### src/rtl/and_or_pkg.sv
// Shared definitions for the AND/OR selector self-test driver: mode
// encodings, sequencer states, LFSR feedback taps and helper functions.
package and_or_pkg;

    typedef enum logic [1:0] {
        MODE_OR   = 2'b00,
        MODE_AND  = 2'b01,
        MODE_ALT  = 2'b10,
        MODE_RAND = 2'b11
    } mode_t;

    typedef enum logic [1:0] {
        ST_IDLE   = 2'b00,
        ST_DRIVE  = 2'b01,
        ST_SAMPLE = 2'b10,
        ST_FINISH = 2'b11
    } state_t;

    // Feedback taps for x^7+x^6+1: the new bit is cur[6]^cur[5]
    localparam logic [6:0] LFSR_TAPS = 7'h60;

    localparam logic [9:0] FIRST_FAIL_NONE = 10'h3FF;

    // One Fibonacci step: shift left, feed the tap parity into bit 0
    function automatic logic [6:0] lfsr7Next(input logic [6:0] cur);
        return {cur[5:0], ^(cur & LFSR_TAPS)};
    endfunction

    // An all-zero seed would lock the LFSR, so it is replaced by 1
    function automatic logic [6:0] lfsr7Seed(input logic [6:0] seed);
        return (seed == 7'h00) ? 7'h01 : seed;
    endfunction

endpackage

### src/rtl/and_or_lfsr7.sv
// 7-bit maximal-length Fibonacci LFSR that produces the operand sequence.
module and_or_lfsr7
    import and_or_pkg::*;
(
    input  logic       clk,
    input  logic       rst,
    input  logic [6:0] i_seed,
    input  logic       i_load,
    input  logic       i_step,
    output logic [6:0] o_value
);

    logic [6:0] r_value;

    // Reload the (zero-safe) seed on reset or load, otherwise advance on step
    always_ff @(posedge clk) begin
        if (rst || i_load) begin
            r_value <= lfsr7Seed(i_seed);
        end else if (i_step) begin
            r_value <= lfsr7Next(r_value);
        end
    end

    assign o_value = r_value;

endmodule

### src/rtl/and_or_selector_driver.sv
// Self-test sequencer for the AND/OR selector: drives LFSR operand pairs
// and a select bit, checks the returned {sel, data} against a golden
// model and reports pass, mismatch count and first failing vector.
module and_or_selector_driver
    import and_or_pkg::*;
#(
    parameter int unsigned NUM_VECS = 16,
    parameter int unsigned SETTLE   = 1,
    parameter logic [6:0]  SEED_A   = 7'h5A,
    parameter logic [6:0]  SEED_B   = 7'h23
) (
    input  logic       clk,
    input  logic       rst,
    input  logic       start,
    input  logic [1:0] mode,
    output logic [6:0] a_out,
    output logic [6:0] b_out,
    output logic       sel_out,
    input  logic [7:0] res_in,
    output logic       busy,
    output logic       done,
    output logic       pass,
    output logic [7:0] err_cnt,
    output logic [9:0] first_fail
);

    localparam logic [9:0] LAST_INDEX  = 10'(NUM_VECS - 1);
    localparam logic [3:0] SETTLE_LAST = 4'(SETTLE - 1);
    localparam logic [6:0] SEED_A_FIX  = lfsr7Seed(SEED_A);
    localparam logic [6:0] SEED_B_FIX  = lfsr7Seed(SEED_B);

    state_t     r_state;
    state_t     w_nextState;
    mode_t      r_mode;
    logic [3:0] r_settle;
    logic [9:0] r_index;
    logic [6:0] r_aOut;
    logic [6:0] r_bOut;
    logic       r_sel;
    logic       r_busy;
    logic       r_done;
    logic       r_pass;
    logic [7:0] r_errCnt;
    logic [9:0] r_firstFail;

    logic [6:0] w_lfsrA;
    logic [6:0] w_lfsrB;
    logic [6:0] w_nextA;
    logic [6:0] w_nextB;
    logic       w_startRun;
    logic       w_settleDone;
    logic       w_lastVec;
    logic       w_stepLfsr;
    logic [7:0] w_expected;
    logic       w_mismatch;
    logic       w_initSel;
    logic       w_nextSel;

    assign w_startRun   = (r_state == ST_IDLE) && start;
    assign w_settleDone = (r_settle == SETTLE_LAST);
    assign w_lastVec    = (r_index == LAST_INDEX);
    assign w_stepLfsr   = (r_state == ST_SAMPLE) && !w_lastVec;
    assign w_nextA      = lfsr7Next(w_lfsrA);
    assign w_nextB      = lfsr7Next(w_lfsrB);
    assign w_expected   = {r_sel, r_sel ? (r_aOut & r_bOut) : (r_aOut | r_bOut)};
    assign w_mismatch   = (r_state == ST_SAMPLE) && (res_in != w_expected);

    and_or_lfsr7 u_lfsrA (
        .clk     (clk),
        .rst     (rst),
        .i_seed  (SEED_A),
        .i_load  (w_startRun),
        .i_step  (w_stepLfsr),
        .o_value (w_lfsrA)
    );

    and_or_lfsr7 u_lfsrB (
        .clk     (clk),
        .rst     (rst),
        .i_seed  (SEED_B),
        .i_load  (w_startRun),
        .i_step  (w_stepLfsr),
        .o_value (w_lfsrB)
    );

    // Select bit for the first vector, chosen from the requested mode
    always_comb begin
        w_initSel = 1'b0;
        case (mode_t'(mode))
            MODE_AND:  w_initSel = 1'b1;
            MODE_RAND: w_initSel = SEED_A_FIX[0];
            default:   w_initSel = 1'b0;
        endcase
    end

    // Select bit for the following vector, from the mode latched at start
    always_comb begin
        w_nextSel = r_sel;
        case (r_mode)
            MODE_ALT:  w_nextSel = ~r_sel;
            MODE_RAND: w_nextSel = w_nextA[0];
            default:   w_nextSel = r_sel;
        endcase
    end

    // Sequencer state register
    always_ff @(posedge clk) begin
        if (rst) begin
            r_state <= ST_IDLE;
        end else begin
            r_state <= w_nextState;
        end
    end

    // Sequencer next-state: settle, sample once, repeat until the last vector
    always_comb begin
        w_nextState = r_state;
        case (r_state)
            ST_IDLE:   if (start) w_nextState = ST_DRIVE;
            ST_DRIVE:  if (w_settleDone) w_nextState = ST_SAMPLE;
            ST_SAMPLE: w_nextState = w_lastVec ? ST_FINISH : ST_DRIVE;
            ST_FINISH: w_nextState = ST_IDLE;
            default:   w_nextState = ST_IDLE;
        endcase
    end

    // Operand, counter and result registers updated per sequencer state
    always_ff @(posedge clk) begin
        if (rst) begin
            r_mode      <= MODE_OR;
            r_settle    <= 4'd0;
            r_index     <= 10'd0;
            r_aOut      <= 7'h00;
            r_bOut      <= 7'h00;
            r_sel       <= 1'b0;
            r_busy      <= 1'b0;
            r_done      <= 1'b0;
            r_pass      <= 1'b0;
            r_errCnt    <= 8'd0;
            r_firstFail <= FIRST_FAIL_NONE;
        end else begin
            r_done <= 1'b0;
            case (r_state)
                ST_IDLE: begin
                    if (start) begin
                        r_mode      <= mode_t'(mode);
                        r_settle    <= 4'd0;
                        r_index     <= 10'd0;
                        r_aOut      <= SEED_A_FIX;
                        r_bOut      <= SEED_B_FIX;
                        r_sel       <= w_initSel;
                        r_busy      <= 1'b1;
                        r_pass      <= 1'b0;
                        r_errCnt    <= 8'd0;
                        r_firstFail <= FIRST_FAIL_NONE;
                    end
                end
                ST_DRIVE: begin
                    r_settle <= w_settleDone ? 4'd0 : r_settle + 4'd1;
                end
                ST_SAMPLE: begin
                    if (w_mismatch) begin
                        if (r_errCnt != 8'hFF) begin
                            r_errCnt <= r_errCnt + 8'd1;
                        end
                        if (r_firstFail == FIRST_FAIL_NONE) begin
                            r_firstFail <= r_index;
                        end
                    end
                    if (w_lastVec) begin
                        r_done <= 1'b1;
                        r_pass <= (r_errCnt == 8'd0) && !w_mismatch;
                    end else begin
                        r_aOut  <= w_nextA;
                        r_bOut  <= w_nextB;
                        r_sel   <= w_nextSel;
                        r_index <= r_index + 10'd1;
                    end
                end
                ST_FINISH: begin
                    r_busy <= 1'b0;
                end
                default: begin
                    r_busy <= 1'b0;
                end
            endcase
        end
    end

    assign a_out      = r_aOut;
    assign b_out      = r_bOut;
    assign sel_out    = r_sel;
    assign busy       = r_busy;
    assign done       = r_done;
    assign pass       = r_pass;
    assign err_cnt    = r_errCnt;
    assign first_fail = r_firstFail;

endmodule

### config.mk
export PLATFORM = sky130hd
export DESIGN_NAME = and_or_selector_driver
export DESIGN_NICKNAME = d
export VERILOG_FILES = /design/src/rtl/and_or_pkg.sv /design/src/rtl/and_or_lfsr7.sv /design/src/rtl/and_or_selector_driver.sv
export SDC_FILE = /design/constraint.sdc
export NUM_CORES = 1
export LEC_CHECK = 0
export CAP_MARGIN = 15
export CORE_MARGIN = 2
export CORE_UTILIZATION = 50
export CTS_CLUSTER_DIAMETER = 120
export DETAILED_ROUTE_END_ITERATION = 8
export PLACE_DENSITY_LB_ADDON = 0.1
export SETUP_SLACK_MARGIN = 0.4
export SYNTH_ARGS = -nofsm -noshare
export SYNTH_HDL_FRONTEND = slang
export SYNTH_HIERARCHICAL = 1
export SYNTH_SLANG_ARGS = --single-unit
### constraint.sdc
create_clock -name clk -period 2.9 [get_ports clk]
set_input_delay 0.725 -clock clk [delete_from_list [all_inputs] [get_ports clk]]
set_output_delay 0.725 -clock clk [all_outputs]
set_load 0.005 [all_outputs]
==> results.py <==
metrics = {
    "global_routing": {
        "antenna_found_initial": 0,
        "grt_max_degree": 40,
        "grt-ovfl-total": 0,
        "grt_pass1_wl_mm": 13.36,
        "grt_pass1_vias": 2867,
        "groute.usage.overall": 0.2209,
    },
    "timing": {
        "finalHoldViolCount": 0,
        "clock_skew_ps": 9.658,
        "setup_viol": 0,
        "period_needed_ps": 2324,
        "fin_crit_sh": 0.8013,
        "slew_violations": 0,
        "worstMarginPinSlew_ps": 733.2,
        "hold_ws_ps": 490.2,
        "rsz0062_at_grt": "false",
        "fmax_mhz": 430.3,
        "finalSetupTns_ps": 0,
        "slew_headroom": 0.5097,
    },
    "logic_synthesis": {
        "synthFlopType": "dfxtp_1",
        "async_flop_share": 0,
        "synth.distinct_cells": 57,
        "syn_area_per_cell_sq_um": 8.680,
        "yosysSeqAreaShare": 0.4324,
        "synth.ff_latch_count": 68,
        "netlist_area_sq_um": 3472,
        "synth_most_common_cell": "nor2_1",
        "synth_area_leaders": "dfxtp_1 (31%), edfxtp_1 (12%), nor2_1 (5.9%), mux2i_1 (4.3%), mux2_2 (4.2%)",
        "synth_area_leader_cell": "dfxtp_1",
        "synth_top_area_frac": 0.3114,
        "synth_cells": 400,
        "synth_edf_count": 14,
        "synthTopCellsByCount": "nor2_1 (55), dfxtp_1 (54), nand2_1 (36)",
        "ys_warn_count": 6,
    },
    "min_path": {
        "min_path_type": "flip-flop to flip-flop",
        "hp-start": "r_mode[0]",
    },
    "worst_setup_path": {
        "required_ps": 3120,
        "worstPathCellList": "clkdlybuf4s50_1 -> nor2_1 -> mux2i_1 -> a22oi_1 -> o21a_1 -> a21oi_1 -> mux2_2",
        "r2r_start": "r_index[9]",
        "crit_type": "input pin to flip-flop",
        "crit_path_start_kind": "input pin",
        "crit_path_start": "res_in[3]",
        "cpMaxStageDelayCell": "clkdlybuf4s50_1",
        "critPathCaptureType": "flip-flop",
        "timing.critical_path.fanout_max": 8,
        "slowest_delay_ps": 470,
        "arrival_ps": 2550,
    },
    "place": {
        "gp_congestion": 0.8620,
        "dp.cells": 542,
        "port_buffers": 48,
        "hpwlAfterDp_mm": 5.745,
    },
    "drt": {
        "top_layer_used": "met4",
        "antenna_left": 0,
        "met1_length_mm": 3.714,
        "dr.pass1.iters": 5,
        "wl_per_cell_microns": 14.27,
        "route.met2.wl_mm": 3.903,
        "drc": 0,
        "drtIter0Drc": 101,
        "wirelength_mm": 7.947,
        "via_count": 3063,
        "post_drt_via_cell_ratio": 5.499,
        "route.met3.wl_microns": 244,
    },
    "final_layout": {
        "layout.nets": 491,
        "finalNonFillerCells": 557,
        "syn_to_final_growth_pct": 24.50,
        "layout-drive-gt1-share": 0.1090,
        "fillers": 603,
        "diodes": 0,
        "utilization": 0.6398,
    },
    "cts": {
        "numCtsBuffers": 9,
        "post-cts-setup-buffers": 0,
        "cts_buffer_depth": 2,
        "clock_latency_ps": 340,
        "cts_tree": "done",
        "clk_pin_slew_worst_paths_ps": 70,
        "htreeDepth": 3,
        "cts.sinks": 68,
        "cts_root_buf": "clkbuf_8",
    },
    "floorplan": {
        "die_w_microns": 87.33,
        "rows": 30,
        "die-area_sq_um": 7627,
        "initial_core_util": 0.5139,
        "io_pins": 49,
        "die_y_microns": 87.33,
        "core_sq_um": 6756,
    },
    "pwr": {
        "p_leak_nw": 1.608,
        "power_density_nw_per_um2": 499.2,
        "vdd_drop_max_mv": 0.3117,
    },
    "run": {
        "maxCapViolCount": 0,
    },
    "run_status": {
        "outcome": "completed",
    },
}
[critical path, delay by kind of cell]
kind            cells  cell delay (ps)
compound gates      3              820
buf+inv             1              470
mux                 2              410
simple gates        1              130
[timing repair]
item | in CTS | in global routing
resized for setup | 0 | 1
endpoints found under the setup margin | 0 | 1
hold buffers | 0 | 0
[kinds of logic after synthesis]
group	synth area share
and+or+nand+nor	0.2587
muxes	0.08540
adders and majority gates	0.02090
other	0.002163
DFF	0.4324
xor gates and xnor gates	0.03027
AOI/OAI and AO/OA	0.1359
buffers and inverters	0.03424
[worst paths after layout]
path / end / slack [ps] / cells after the start
worst min register to register: r_mode[0] / 490 / 2
worst max-delay path: err_cnt[0] / 580 / 7
worst max register to register: u_lfsrA/o_value[3] / 580 / 4
worst min-delay path: r_mode[0] / 490 / 2
[power by group]
group | switching (mW) | internal, mW | leakage [nW]
clock | 0.366 | 0.380 | 0.0896
combinational | 0.174 | 0.157 | 0.938
sequential | 0.0532 | 1.03 | 0.580
[area by class of cell]
cell class                 instances  area [sq um]  share of cell area
clock buffer                      12         166.4             0.03849
clock inverter                     3         20.02            0.004631
inverter                          11         41.29            0.009551
multi-input combinational        325          1942              0.4492
sequential                        68          1503              0.3476
tap                               80         100.1             0.02315
timing repair buffer              58         550.5              0.1274
[flip-flops by register name, summed over array words and instances (netlist names), 2 cells and up]
name             cells
a_out                7
b_out                7
err_cnt              8
first_fail          10
r_index             10
r_mode               2
r_settle             4
r_state              2
u_lfsrA/o_value      7
u_lfsrB/o_value      7
[per-layer routing]
metal | vias to the layer above | track usage
met4 | 0 | 0.08392
met3 | 8 | 0.03791
li1 | 1560 | -
met1 | 1441 | 0.2874
met5 | - | 0
met2 | 54 | 0.3657
[stage by stage]
| step | setup slack [ps] | area, sq um | power [mW] |
|---|---|---|---|
| after global routing | 427.4 | 4323 | 2.249 |
| after detailed placement | 266.2 | 4135 | 1.429 |
| after CTS | 552.6 | 4322 | 2.166 |
| after global placement | 313.4 | 4135 | 1.423 |
| final | 576.2 | 4323 | 2.158 |
| after floorplan | 515.5 | 3562 | 1.297 |
[cells in the final DEF (no fill, tap or decap), drive strengths merged, types with 4 or more instances in the layout]
cell type,Yosys,routed
nand3,17,17
buf,4,11
nand2,36,36
xnor2,10,10
nor2,58,58
ha,5,5
conb,2,26
mux2i,15,15
o21ai,14,14
edfxtp,14,14
nor2b,6,6
a211oi,5,5
a21oi,27,27
nor3,29,29
clkbuf,16,12
dfxtp,54,54
a31oi,6,6
clkdlybuf4s50,0,47
inv,11,11
nor4,4,4
nand2b,7,7
and3,4,4
mux2,13,13
No activity file was read; power rests on OpenSTA's default activity.
